[config.mk]
export PLATFORM = sky130hd
export DESIGN_NAME = ps2_command_sequencer
export DESIGN_NICKNAME = d
export VERILOG_FILES = /design/src/rtl/ps2_command_sequencer_pkg.sv /design/src/rtl/scancode_to_ascii.sv /design/src/rtl/ps2_command_sequencer.sv
export SDC_FILE = /design/constraint.sdc
export NUM_CORES = 1
export LEC_CHECK = 0
export CORE_MARGIN = 1
export CORE_UTILIZATION = 30
export CTS_BUF_LIST = sky130_fd_sc_hd__clkbuf_4 sky130_fd_sc_hd__clkbuf_8
export CTS_CLUSTER_SIZE = 40
export DETAILED_ROUTE_END_ITERATION = 8
export PLACE_DENSITY_LB_ADDON = 0.08
export SLEW_MARGIN = 0
export SYNTH_ARGS = -nofsm -noshare
export SYNTH_HDL_FRONTEND = slang
export SYNTH_SLANG_ARGS = --single-unit
[constraint.sdc]
create_clock -name clock -period 5 [get_ports clock]
set_input_delay 1 -clock clock [delete_from_list [all_inputs] [get_ports clock]]
set_output_delay 1 -clock clock [all_outputs]
set_load 0.005 [all_outputs]
[src/rtl/ps2_command_sequencer_pkg.sv]
// ---------------------------------------------------------------------------
// ps2_defs
// Shared definitions for the PS/2 command sequencer: FSM state encoding,
// the PS/2 set-2 scancode bytes the sequencer reacts to, the ASCII code
// echoed for a backspace, and the fixed command buffer depth.
// ---------------------------------------------------------------------------
package ps2_defs;

    typedef enum logic [2:0] {
        ST_IDLE      = 3'd0,
        ST_BREAK     = 3'd1,
        ST_EXT       = 3'd2,
        ST_EXT_BREAK = 3'd3,
        ST_ISSUE     = 3'd4
    } state_t;

    // Set-2 scancode bytes with special meaning
    localparam logic [7:0] SC_BREAK = 8'hF0;
    localparam logic [7:0] SC_EXT   = 8'hE0;
    localparam logic [7:0] SC_ENTER = 8'h5A;
    localparam logic [7:0] SC_BKSP  = 8'h66;
    localparam logic [7:0] SC_SPACE = 8'h29;

    // ASCII code sent to the LCD to erase the last character
    localparam logic [7:0] ASCII_BS = 8'h08;

    // Command buffer holds at most four characters
    localparam logic [2:0] LEN_MAX  = 3'd4;

endpackage

[src/rtl/scancode_to_ascii.sv]
// ---------------------------------------------------------------------------
// scancode_to_ascii
// Purely combinational PS/2 set-2 make-code to ASCII translation for the
// characters the command line accepts: A-Z, 0-9 and Space.
//
// Ports
//   scancode : in  [7:0] set-2 make code
//   ascii    : out [7:0] ASCII character, 8'h00 when the code is not mapped
// ---------------------------------------------------------------------------
module scancode_to_ascii
    import ps2_defs::*;
(
    input  logic [7:0] scancode,
    output logic [7:0] ascii
);

    always_comb begin
        unique case (scancode)
            8'h1C: ascii = 8'h41; // A
            8'h32: ascii = 8'h42; // B
            8'h21: ascii = 8'h43; // C
            8'h23: ascii = 8'h44; // D
            8'h24: ascii = 8'h45; // E
            8'h2B: ascii = 8'h46; // F
            8'h34: ascii = 8'h47; // G
            8'h33: ascii = 8'h48; // H
            8'h43: ascii = 8'h49; // I
            8'h3B: ascii = 8'h4A; // J
            8'h42: ascii = 8'h4B; // K
            8'h4B: ascii = 8'h4C; // L
            8'h3A: ascii = 8'h4D; // M
            8'h31: ascii = 8'h4E; // N
            8'h44: ascii = 8'h4F; // O
            8'h4D: ascii = 8'h50; // P
            8'h15: ascii = 8'h51; // Q
            8'h2D: ascii = 8'h52; // R
            8'h1B: ascii = 8'h53; // S
            8'h2C: ascii = 8'h54; // T
            8'h3C: ascii = 8'h55; // U
            8'h2A: ascii = 8'h56; // V
            8'h1D: ascii = 8'h57; // W
            8'h22: ascii = 8'h58; // X
            8'h35: ascii = 8'h59; // Y
            8'h1A: ascii = 8'h5A; // Z
            8'h45: ascii = 8'h30; // 0
            8'h16: ascii = 8'h31; // 1
            8'h1E: ascii = 8'h32; // 2
            8'h26: ascii = 8'h33; // 3
            8'h25: ascii = 8'h34; // 4
            8'h2E: ascii = 8'h35; // 5
            8'h36: ascii = 8'h36; // 6
            8'h3D: ascii = 8'h37; // 7
            8'h3E: ascii = 8'h38; // 8
            8'h46: ascii = 8'h39; // 9
            SC_SPACE: ascii = 8'h20;
            default:  ascii = 8'h00;
        endcase
    end

endmodule

[src/rtl/ps2_command_sequencer.sv]
// ---------------------------------------------------------------------------
// ps2_command_sequencer
// Turns a stream of PS/2 set-2 scancode bytes into short typed commands.
// Make codes of A-Z, 0-9 and Space are appended to a 4-character buffer
// (newest character in the low byte) and echoed to the LCD; Backspace drops
// the newest character; Enter hands the buffer to the processor with a
// valid/ready handshake. Break (F0) and extended (E0) sequences are skipped.
//
// Ports
//   clock           : in   sole clock, rising edge
//   reset           : in   asynchronous, active-high
//   ps2_key_pressed : in   one-cycle strobe, new scancode byte
//   ps2_key_data    : in   [7:0] scancode byte, valid with the strobe
//   cmd_ready       : in   processor accepts the pending command
//   cmd_valid       : out  command available (held until accepted)
//   cmd_data        : out  [31:0] packed ASCII, newest char in [7:0]
//   cmd_len         : out  [2:0] number of characters, 0-4
//   overflow        : out  sticky, a fifth character was dropped
//   echo_valid      : out  one-cycle pulse per buffer edit
//   echo_char       : out  [7:0] echoed ASCII, 8'h08 for backspace
// ---------------------------------------------------------------------------
module ps2_command_sequencer
    import ps2_defs::*;
(
    input  logic        clock,
    input  logic        reset,
    input  logic        ps2_key_pressed,
    input  logic [7:0]  ps2_key_data,
    input  logic        cmd_ready,
    output logic        cmd_valid,
    output logic [31:0] cmd_data,
    output logic [2:0]  cmd_len,
    output logic        overflow,
    output logic        echo_valid,
    output logic [7:0]  echo_char
);

    state_t      r_state;
    logic [31:0] r_buf;
    logic [2:0]  r_len;
    logic        r_overflow;
    logic        r_echo_valid;
    logic [7:0]  r_echo_char;

    state_t      w_next_state;
    logic [31:0] w_next_buf;
    logic [2:0]  w_next_len;
    logic        w_next_overflow;
    logic        w_next_echo_valid;
    logic [7:0]  w_next_echo_char;
    logic [7:0]  w_ascii;
    logic        w_transfer;

    scancode_to_ascii u_map (
        .scancode (ps2_key_data),
        .ascii    (w_ascii)
    );

    // Decoded straight from the state register so reset clears it at once
    assign cmd_valid  = (r_state == ST_ISSUE);
    assign w_transfer = cmd_valid && cmd_ready;

    // NOTE: every next-state signal gets a default before the case so that
    // no path leaves one unassigned, which would infer a latch.
    always_comb begin
        w_next_state      = r_state;
        w_next_buf        = r_buf;
        w_next_len        = r_len;
        w_next_overflow   = r_overflow;
        w_next_echo_valid = 1'b0;
        w_next_echo_char  = r_echo_char;

        unique case (r_state)
            ST_IDLE: begin
                if (ps2_key_pressed) begin
                    if (ps2_key_data == SC_BREAK) begin
                        w_next_state = ST_BREAK;
                    end else if (ps2_key_data == SC_EXT) begin
                        w_next_state = ST_EXT;
                    end else if (ps2_key_data == SC_ENTER) begin
                        if (r_len != 3'd0) begin
                            w_next_state = ST_ISSUE;
                        end
                    end else if (ps2_key_data == SC_BKSP) begin
                        if (r_len != 3'd0) begin
                            w_next_buf        = {8'h00, r_buf[31:8]};
                            w_next_len        = r_len - 3'd1;
                            w_next_echo_valid = 1'b1;
                            w_next_echo_char  = ASCII_BS;
                        end
                    end else if (w_ascii != 8'h00) begin
                        if (r_len < LEN_MAX) begin
                            w_next_buf        = {r_buf[23:0], w_ascii};
                            w_next_len        = r_len + 3'd1;
                            w_next_echo_valid = 1'b1;
                            w_next_echo_char  = w_ascii;
                        end else begin
                            w_next_overflow = 1'b1;
                        end
                    end
                end
            end

            // The byte after a break prefix is the released key: drop it
            ST_BREAK, ST_EXT_BREAK: begin
                if (ps2_key_pressed) begin
                    w_next_state = ST_IDLE;
                end
            end

            // Extended keys (arrows etc.) are not part of the command set
            ST_EXT: begin
                if (ps2_key_pressed) begin
                    w_next_state = (ps2_key_data == SC_BREAK) ? ST_EXT_BREAK : ST_IDLE;
                end
            end

            // Keystrokes are discarded while the command waits for pickup
            ST_ISSUE: begin
                if (w_transfer) begin
                    w_next_state    = ST_IDLE;
                    w_next_buf      = 32'h0;
                    w_next_len      = 3'd0;
                    w_next_overflow = 1'b0;
                end
            end

            default: begin
                w_next_state = ST_IDLE;
            end
        endcase
    end

    // NOTE: sequential state uses non-blocking assignments so every register
    // samples the pre-edge values of the others.
    always_ff @(posedge clock or posedge reset) begin
        if (reset) begin
            r_state      <= ST_IDLE;
            r_buf        <= 32'h0;
            r_len        <= 3'd0;
            r_overflow   <= 1'b0;
            r_echo_valid <= 1'b0;
            r_echo_char  <= 8'h00;
        end else begin
            r_state      <= w_next_state;
            r_buf        <= w_next_buf;
            r_len        <= w_next_len;
            r_overflow   <= w_next_overflow;
            r_echo_valid <= w_next_echo_valid;
            r_echo_char  <= w_next_echo_char;
        end
    end

    assign cmd_data   = r_buf;
    assign cmd_len    = r_len;
    assign overflow   = r_overflow;
    assign echo_valid = r_echo_valid;
    assign echo_char  = r_echo_char;

endmodule

* Yosys cells after proc, flatten, opt, wreduce, memory -nomap -nowiden
Memories as Yosys holds them, arrays and structs flattened. Index checks and enable logic that the tools add are counted.
Word-level totals: output and inout port bits 46, word-level logic and storage cells 101, memories kept 1, input bits 12, ROM bits 896, register bits 48
Operators by class: reductions and logical operators 12, equal/unequal tests 24, order comparisons 1, add/sub/neg operators 2, mux-type cells 52, bitwise logic cells 3
Memory list:
- (name not given) | words 128, bits a word 7, read ports 1, clocked after Yosys merged registers in 0, wr ports 0, line scancode_to_ascii.sv:18 | unique case (scancode)
Operator list (count):
- two-way mux 32 bit | 9
- one-hot mux 32 bit (2 select lines) | 1
- two-way mux 3 bit | 16
- two-way mux 8 bit | 5
- inequality test 2 bit (second input constant) | 10
- AND reduction 9 bit | 2
- two-way mux 1 bit | 17
- == test 8 x 7 -> 1 bit (second input constant) | 2
- == test 8 bit (second input constant) | 2
- one-hot mux 3 bit (4 select lines) | 1
- inequality test 3 bit (second input constant) | 3
- inequality test 4 bit (second input constant) | 2
- AND reduction 8 bit | 1
- nonzero test 8 bit | 1
- == test 3 x 2 -> 1 bit (second input constant) | 2
- one-hot mux 3 bit (2 select lines) | 1
- AND reduction 6 bit | 1
- nonzero test 2 bit | 3
- adder 3 x 1 -> 3 bit (second input constant) | 1
- == test 3 x 1 -> 1 bit (second input constant) | 1
- == test 3 bit (second input constant) | 1
- zero test 3 bit | 1
- < comparator 3 bit (second input constant) | 1
- NOT 1 bit | 3
- 7 further kinds | 7

* Longest topological paths before layout
Gate-level depths: netlist of run 1. An unclocked memory read counts as a cell.
depth after elaboration 10, depth in mapped cells 14

* Modules after synthesis
A second synthesis of run 1 with hierarchy kept.
Unflattened totals: cells, all modules 372, area, all modules 3444.6 sq um
Modules (own cells, without submodules):
- ps2_command_sequencer | times used 1, area each 2592.5 sq um, cells an instance 254
- scancode_to_ascii | times used 1, area each 852.1 sq um, cells an instance 118

* Worst setup path before layout of run 1
No wires, ideal clock.
path type input port to flip-flop, start point input port ps2_key_data[1], end point register r_len[0] (netlist: cmd_len[0]), arrival time 3423 ps, data required time 4875 ps, cell stages on the path 14, buffers on the path 4, setup slack 1453 ps, path through clkbuf_2 -> inv_1 -> ha_1 -> clkbuf_1 -> mux2_2 -> a221oi_1 -> a31o_2 -> o21ba_2 -> nor4b_4 -> nand3_2 -> and2_1 -> buf_6 -> buf_6 -> mux2_2
On the way: cells in the longest elaborated chain, start to end 7, elaborated cells on any way between the ends 20, classes of those cells 10 x eq/ne; 7 x mux; 2 x reduce/logical; 1 x memory
Ends and longest elaborated chain:
- from (decl) | line ps2_command_sequencer.sv:28 | input logic [7:0] ps2_key_data,
- parallel branches: the longest is 7 deep, another holds memory read (128 x 7 bit)
- to (signal assigned) | line ps2_command_sequencer.sv:147 | r_len <= w_next_len;
- to (decl) | line ps2_command_sequencer.sv:40 | logic [2:0] r_len;
Several ways; the timed one is not identified. The select of a mux whose other input is x is not followed. A chain may end at the register's enable or synchronous reset.

* Worst setup path in the final report of run 1
start point input port ps2_key_data[1], end point register r_echo_char[2] (netlist: echo_char[2])
On the way: cells in the longest elaborated chain, start to end 5, elaborated cells on any way between the ends 17, classes of those cells 5 x eq/ne; 4 x mux; 3 x bitwise; 4 x reduce/logical; 1 x memory
Ends and longest elaborated chain:
- memory read (128 x 7 bit)
- two-way mux 8 bit | line scancode_to_ascii.sv:18
- nonzero test 8 bit / two-way mux 8 bit (equally long branches) | line ps2_command_sequencer.sv:91, ps2_command_sequencer.sv:92
- nonzero test 2 bit (no line) / two-way mux 8 bit (equally long branches)
- AND reduction 8 bit (no line) / two-way mux 8 bit (equally long branches)
- to (signal assigned) | line ps2_command_sequencer.sv:150 | r_echo_char <= w_next_echo_char;
- to (decl) | line ps2_command_sequencer.sv:43 | logic [7:0] r_echo_char;
Several ways; a longest one is shown, not always the timed one. The select of a mux whose other input is x is not followed.

==> flow_summary.ini, run 1 <==
[status]
status = finished, final reports clean

[die]
core_um2 = 9820
ios = 58
die-area_um2 = 10600
die_x_um = 103
start_util_pct = 31.2
num_rows = 36
die_h_um = 103

[worst_setup_path]
crit_path_start_kind = input port
r2r_setup_slack_ps = 2170
worst-setup-path-type = input port to register
max_stage_delay_ps = 720
end_kind = register
arrival_ps = 4450
crit_family = simple AND/OR/NAND/NOR gates
reg2reg_from = r_state[2]
worstPathRequired_ps = 5190
path_cells = clkdlybuf4s50_1 > inv_1 > ha_1 > mux2_2 > a221oi_1 > a31o_2 > o21ba_2 > nor4b_4 > nand3_2 > and2_1 > mux2_2
crit_start = ps2_key_data[1]
cp_slowest_cell = clkdlybuf4s50_1
worst-path-max-fanout = 19
critPathBufInv = 2
cpMostUsedCell = mux2_2

[sta]
fin_ws_ps = 736
setup_viol = 0
min_period_ps = 4260
tightestPinTransition_ps = 998
period_share_pct = 85.3
hold_violations = 0
holdWs_ps = 523
finalSetupTns_ps = 0
fin_worst_skew_ps = 8.07
rsz0062_at_grt = no
max_freq_ghz = 0.235
drv_slew = 0
slew_headroom_pct = 33.4

[pwr]
pwr-share-clk_pct = 17.8
ir_worst_vdd_mv = 0.195
powerDensity_nw_per_um2 = 421
power.internal_uw = 1060
p_switching_uw = 552
pwr-share-seq_pct = 40.0
swShare_pct = 34.3
power_leakage_uw = 0.00163
combPwrFrac_pct = 42.3

[cells_and_area]
multi_input_area_um2 = 1680
antenna_cells = 0
drive_gt1_share_pct = 12.4
area.sequential_um2 = 1180
post_layout_nonfiller_instances = 488
fillers = 1024
finalNetCount = 375
final_area_um2 = 3820
syn_to_final_growth_pct = 24.8

[synthesis]
syn_inst = 306
synth-edff-count = 0
ys_async_sr_fraction_pct = 100
yosysSeqAreaShare_pct = 38.4
ys_warn_count = 0
syn_nets = 327
ys_ff_latch = 47
syn-cell-area_um2 = 3060
syn_area_per_cell_um2 = 10.0
ys_types = 66
ys.flop_type = dfrtp_1

[routing]
drt-met1-wl_mm = 4.15
highest_layer = met4
wl_met2_mm = 3.91
drt-wirelength-per-cell_um = 17.5
dr.pass1.iters = 5
route.detailed.drc = 0
wl_met3_um = 451
drt_iter0_markers = 172
dr_total_vias = 2619
ant_nets = 0
finalWirelength_mm = 8.55
via_per_inst = 5.37

[placed_design]
placed_cells = 480
numPortBuffers = 56
dp_hpwl_mm = 5.97
place_ws_ps = 406
routabilityCongestion = 0.828
post_dp_cell_area_um2 = 3710

[flow_run]
drv_cap = 0

[global_route]
grt_use_total_pct = 16.6
overflow = 0
grt_pass1_vias = 2448
grt_max_degree = 48
antenna_found_initial = 0
grt_pass1_wl_mm = 13.5

[min_path]
worstHoldStart = cmd_data[2]
hp-class = register to register

[clocking]
clk_pin_slew_ps = 90
clkLatencyLatePin_ps = 300
cts_buffer_depth = 2
cts_resized = 0
clock-sinks = 47
cts_hold_buffers = 0
cts_made_buffers = 5
htree_levels = 2
cts_tree = built
cts-root-buf = clkbuf_8
post_cts_buffers = 0
flip-flops by register name, summed over array words and instances, names as in the netlist:
name        cells
cmd_data       32
cmd_len         3
echo_char       7
echo_valid      1
overflow        1
r_state         3
cell usage in the layout (no fill, tap or decap), types with 3 or more instances in the layout:
| master | netlist | layout |
|---|---|---|
| a211oi_1 | 3 | 3 |
| a21oi_1 | 24 | 24 |
| a22o_1 | 3 | 3 |
| a31oi_1 | 7 | 7 |
| a32o_1 | 9 | 9 |
| buf_4 | 5 | 11 |
| clkbuf_8 | 0 | 5 |
| clkdlybuf4s50_1 | 0 | 56 |
| dfrtp_1 | 47 | 47 |
| ha_1 | 8 | 8 |
| inv_1 | 12 | 11 |
| mux2_2 | 11 | 11 |
| mux2i_1 | 19 | 19 |
| nand2_1 | 16 | 16 |
| nand2b_1 | 6 | 6 |
| nand3_1 | 8 | 8 |
| nand4_1 | 6 | 6 |
| nor2_1 | 13 | 13 |
| nor2b_1 | 3 | 3 |
| nor3_1 | 6 | 6 |
| o21ai_0 | 9 | 9 |
| o2bb2ai_1 | 23 | 23 |
through the flow:
step           utilization, %  total power (uW)
2_1_floorplan               -               979
3_3_place_gp             37.8              1340
3_5_place_dp             37.8              1340
4_1_cts                  38.9              1630
5_1_grt                  38.9              1730
6_report                 38.9              1610
metal layers:
layer / global-route usage (%) / vias to the layer above
met1: 24.7 / 1275
li1: - / 1252
met3: 2.37 / 4
met4: 2.93 / 0
met2: 25.7 / 88
met5: 0 / -
worst reg2reg max path, stage by stage (launching register included):
cell and delay (ps):
dfrtp_1 420, or3_1 470, a21oi_1 230, o31ai_1 170, nor3_1 320, and2_1 700, mux2_2 410
power groups by stage:
stage	clock network, uW	logic (uW)	registers, uW
3_3_place_gp	0	681	656
4_1_cts	295	687	645
3_5_place_dp	0	684	651
5_1_grt	310	750	665
2_1_floorplan	0	352	627
6_report	285	680	643
synth_stat cells, drive strengths merged (2+ instances only):
cell	number	share of area (%)
dfrtp	47	38
a21oi	24	3.9
o2bb2ai	23	6.6
buf	20	4.6
mux2i	19	6.2
nand2	16	2.0
nor2	13	1.6
inv	12	1.5
mux2	12	4.5
a32o	9	2.9
nand3	9	1.6
o21ai	9	1.5
ha	8	3.3
a31oi	7	1.4
clkbuf	6	0.78
nand2b	6	1.2
nand4	6	1.2
nor3	6	0.98
a211oi	3	0.74
a22o	3	0.86
and2	3	0.69
nor2b	3	0.61
o211ai	3	0.90
or2	3	0.61
a21boi	2	0.49
nand3b	2	0.49
nor3b	2	0.65
nor4	2	0.61
o21bai	2	0.49
o31ai	2	0.49
layout make-up:
class                   instances  share of cell area (%)
inverters                      12                    1.18
repair buffers                 67                    16.8
clock buffers                   5                    1.80
clock inverters                 3                    1.15
multi-input cells             221                    43.9
flip-flops and latches         47                    30.8
well taps                     133                    4.36
kinds of logic (layout without fill, tap and decap cells):
group | count (synthesis) | in the layout | synth area share (%)
AND/OR/NAND/NOR | 78 | 78 | 14.6
multiplexers | 32 | 32 | 11.5
flip-flops | 47 | 47 | 38.4
buffers and inverters | 38 | 87 | 6.82
adder cells (fa/ha/maj) | 9 | 9 | 3.92
other | 1 | 1 | 0.122
AO/OA/AOI/OAI | 100 | 100 | 24.3
XOR/XNOR | 1 | 1 | 0.286
path summary, 6_finish.rpt:
kind / endpoint / cells past startpoint
max: echo_char[2] / 11
min reg2reg: cmd_data[2] / 1
min: cmd_data[2] / 1
max in group asynchronous: cmd_data[10] / 2
max reg2reg: echo_char[2] / 6
min in group asynchronous: cmd_data[15] / 2
Note: power is estimated with default switching activity, not from simulation.
==> inputs of run 2 (changes only) <==
- clock period: 5 -> 3.4 ns (I/O delays scaled with it)
==> flow_summary.ini, run 2 (synthesis gave the netlist of run 1 again) <==
[min_path]
hp-class = register to register
whs_path_depth = 1
holdPathEnd = cmd_data[2]
worstHoldStart = cmd_data[2]

[die]
core_um2 = 9820
die-area_um2 = 10600
ios = 58
num_rows = 36
start_util_pct = 31.2
die_h_um = 103
die_x_um = 103

[sta]
setup_viol = 0
drv_slew = 0
period_share_pct = 95.1
hold_violations = 0
min_period_ps = 3230
max_freq_ghz = 0.309
tightestPinTransition_ps = 986
slew_headroom_pct = 34.1
rsz0062_at_grt = no
holdWs_ps = 520
fin_worst_skew_ps = 15.3

[placed_design]
numPortBuffers = 56
dp_hpwl_mm = 6.34
routabilityCongestion = 0.876

[cells_and_area]
final_cell_mix = clkdlybuf4s50_1 (56), dfrtp_1 (47), buf_4 (46)
antenna_cells = 0
largest_reg_flops = 32
finalNetCount = 415
syn_to_final_growth_pct = 37.0
drive_gt1_share_pct = 22.3
layout_commonest_cell = clkdlybuf4s50_1

[routing]
finalWirelength_mm = 8.79
ant_nets = 0
dr_total_vias = 2776
route.detailed.drc = 0
dr.pass1.iters = 4
drt_iter0_markers = 102
via_per_inst = 5.26
drt-wirelength-per-cell_um = 16.6

[pwr]
swShare_pct = 34.5
power.internal_uw = 1580
ir_worst_vdd_mv = 0.370
pwr-share-seq_pct = 39.2
pwr-share-clk_pct = 15.2
power_leakage_uw = 0.00184
powerDensity_nw_per_um2 = 576
p_switching_uw = 833
total_power_uw = 2420
combPwrFrac_pct = 45.6

[worst_setup_path]
end_kind = register
cp_slowest_cell = clkdlybuf4s50_1
max_stage_delay_ps = 450
worstPathRequired_ps = 3590
r2r_end = echo_char[4]
worst-setup-path-type = input port to register
r2r_setup_slack_ps = 1030
path_cells = clkdlybuf4s50_1 > buf_4 > ha_1 > nand2b_1 > a21boi_1 > a311o_1 > o2111a_1 > nor4_2 > nand3_2 > and2_1 > buf_12 > mux2_2
reg2reg_depth = 7
reg2reg_from = r_state[2]
worst-path-max-fanout = 19
crit_path_start_kind = input port
arrival_ps = 3420

[clocking]
clk_pin_slew_ps = 90
cts_tree = built
clock-sinks = 47
cts-root-buf = clkbuf_8
clkLatencyLatePin_ps = 310
cts_buffer_depth = 2
htree_levels = 2
cts_made_buffers = 5

[global_route]
grt_pass1_wl_mm = 14.3
grt_max_degree = 48
overflow = 0
grt_pass1_vias = 2662
grt_use_total_pct = 17.5
antenna_found_initial = 0

[status]
status = finished, final reports clean

[flow_run]
drv_cap = 0
run 2: timing repair:
item / CTS / global route
buffers inserted: 0 / 0
hold buffers: 0 / 0
gates resized for setup: 0 / 5
setup endpoints to repair: 0 / 41
run 2: per-layer routing:
layer	up-vias	share of wire (%)	track usage, %
li1	1332	-	-
met1	1378	50	25.9
met2	59	47	27.3
met3	7	3.1	2.44
met4	0	0.73	3.58
met5	-	0	0
run 2: worst max path at each step:
stage	start	endpoint	slack, ps	cells past startpoint
after floorplan	ps2_key_data[1]	cmd_len[0]	170	14
after global placement	ps2_key_data[1]	echo_char[5]	-130	12
after detailed placement	ps2_key_data[0]	echo_char[0]	-230	13
after CTS	ps2_key_data[0]	echo_char[0]	90	13
after global routing	ps2_key_data[1]	echo_char[0]	6	12
final	ps2_key_data[1]	echo_char[4]	170	12
run 2: power groups by stage:
stage | clock network (uW) | logic [uW] | registers [uW]
detailed placement | 0 | 1110 | 960
global placement | 0 | 1100 | 960
floorplan | 0 | 518 | 921
finish | 367 | 1100 | 946
CTS | 382 | 1110 | 950
global route | 402 | 1220 | 981
run 2: worst max-delay path: cells and delay by family:
| family | cells | cell delay, ps |
|---|---|---|
| AND/OR/NAND/NOR | 4 | 850 |
| buffers and inverters | 3 | 800 |
| AO/OA/AOI/OAI | 3 | 580 |
| multiplexers | 1 | 270 |
| adder cells (fa/ha/maj) | 1 | 230 |
run 2: area by class of cell:
type,instances,area (um2)
clock buffer,6,82.6
timing repair buffer,107,1010
multi-input combinational,221,1700
tap,133,166
sequential,47,1180
clock inverter,2,16.3
inverter,12,45.0
fill,1038,5630
run 2: per-stage QoR:
stage	setup slack, ps	setup TNS [ps]	area (um2)	utilization, %	instances
6_report	166	0	4190	42.7	528
5_1_grt	5.74	0	4190	42.7	528
4_1_cts	85.9	0	4170	42.5	528
3_5_place_dp	-235	-7330	4070	41.5	520
3_3_place_gp	-131	-3890	4070	41.5	520
2_1_floorplan	173	0	3060	-	306
==> inputs of run 3 (changes only) <==
- ABC_AREA: default -> 0
- GPL_TIMING_DRIVEN: default -> 0
==> flow_summary.ini, run 3 (synthesis gave the netlist of run 1 again) <==
[die]
core_um2 = 9820
die_x_um = 103
ios = 58
die_h_um = 103
num_rows = 36
die-area_um2 = 10600
start_util_pct = 31.2

[sta]
slew_headroom_pct = 45.3
tightestPinTransition_ps = 820
min_period_ps = 3250
hold_violations = 0
fin_worst_skew_ps = 6.30
drv_slew = 0
finalSetupTns_ps = 0
rsz0062_at_grt = no
period_share_pct = 95.7
max_freq_ghz = 0.307
setup_viol = 0

[pwr]
powerDensity_nw_per_um2 = 600
power_leakage_uw = 0.00171
ir_worst_vdd_mv = 0.314

[clocking]
htree_levels = 2
cts-root-buf = clkbuf_8
clk_pin_slew_ps = 90
clock-sinks = 47
cts_tree = built
cts_made_buffers = 5
cts_hold_buffers = 0
clkLatencyLatePin_ps = 300
cts_buffer_depth = 2

[flow_run]
drv_cap = 0

[cells_and_area]
final_cell_mix = clkdlybuf4s50_1 (52), dfrtp_1 (47), a21oi_1 (23), o2bb2ai_1 (23), mux2i_1 (19)
finalNetCount = 394
post_layout_nonfiller_instances = 507
largest_reg_flops = 32
layout_commonest_cell = clkdlybuf4s50_1
syn_to_final_growth_pct = 30.6
drive_gt1_share_pct = 19.5
antenna_cells = 0

[routing]
finalWirelength_mm = 9.35
drt-wirelength-per-cell_um = 18.4
via_per_inst = 5.40
route.detailed.drc = 0
dr_total_vias = 2736
dr.pass1.iters = 5
ant_nets = 0
drt_iter0_markers = 133

[global_route]
grt_max_degree = 34
grt_pass1_vias = 2681
overflow = 0
antenna_found_initial = 0
grt_pass1_wl_mm = 14.9
grt_use_total_pct = 18.7

[worst_setup_path]
r2r_end = echo_char[6]
worst-setup-path-type = input port to register
crit_start = ps2_key_data[2]
endpoint = cmd_len[0]
cp_slowest_cell = clkdlybuf4s50_1
worstPathRequired_ps = 3600
crit_path_start_kind = input port
worst-path-max-fanout = 10
reg2reg_from = r_state[2]
cpMostUsedCell = buf_6
end_kind = register
reg2reg_depth = 7
r2r_setup_slack_ps = 1050
arrival_ps = 3450
max_stage_delay_ps = 500
path_cells = clkdlybuf4s50_1 > buf_6 > nand2b_1 > a21boi_1 > a311o_1 > o2111a_1 > nor4_2 > nand3_2 > and2_1 > buf_6 > buf_6 > mux2_2

[placed_design]
routabilityCongestion = 0.890
numPortBuffers = 54
placed_cells = 494
dp_hpwl_mm = 6.69

[min_path]
hp-class = register to register

[status]
status = finished, final reports clean
-- run 3: worst min-delay path by stage --
stage / start / end / depth (start not counted)
4_1_cts: echo_char[4] / echo_char[4] / 1
3_3_place_gp: echo_char[5] / echo_char[5] / 1
2_1_floorplan: cmd_data[0] / cmd_data[0] / 1
5_1_grt: echo_char[2] / echo_char[2] / 1
6_report: echo_char[2] / echo_char[2] / 1
3_5_place_dp: echo_char[5] / echo_char[5] / 1
-- run 3: stage by stage --
step / cell area, um2 / power [uW] / worst slack (ps) / hold WS, ps / util (%)
floorplan: 3060 / 1440 / 173 / 500 / -
global placement: 3770 / 2010 / -1070 / 496 / 38.4
detailed placement: 3790 / 2020 / -1060 / 497 / 38.6
CTS: 3940 / 2410 / 1.16 / 525 / 40.1
global route: 4000 / 2570 / 3.21 / 533 / 40.7
finish: 4000 / 2400 / 147 / 516 / 40.7
-- run 3: area by class of cell --
type / instances / area, um2
Sequential cell: 47 / 1180
Inverter: 12 / 48.8
Clock inverter: 2 / 12.5
Buffer: 25 / 176
Tap cell: 133 / 166
Multi-Input combinational cell: 221 / 1750
Clock buffer: 6 / 76.3
Timing Repair Buffer: 61 / 596
Fill cell: 1050 / 5820
-- run 3: metal layers --
metal / part of all wire, % / GRT usage [%]
met1: 49 / 27.9
met2: 45 / 28.3
met5: 0 / 0
met3: 4.7 / 3.25
met4: 0.87 / 3.47
-- run 3: power breakdown --
| part | total, uW | leakage [uW] | switching, uW | internal [uW] |
|---|---|---|---|---|
| sequential | 940 | 0.000636 | 193 | 747 |
| combinational | 1100 | 0.00103 | 467 | 638 |
| clock | 354 | 0.0000446 | 202 | 152 |
-- run 3: repair_timing --
item | in CTS | in global routing
pin swaps | 2 | 4
endpoints found under the hold margin | 0 | 0
resized for setup | 16 | 14
setup buffers | 2 | 4
endpoints found under the setup margin | 44 | 42
-- run 3: worst max-delay path: cells and delay by family --
family	cells	cell delay, ps
compound gates	3	600
buf+inv	4	950
mux	1	250
simple gates	4	950
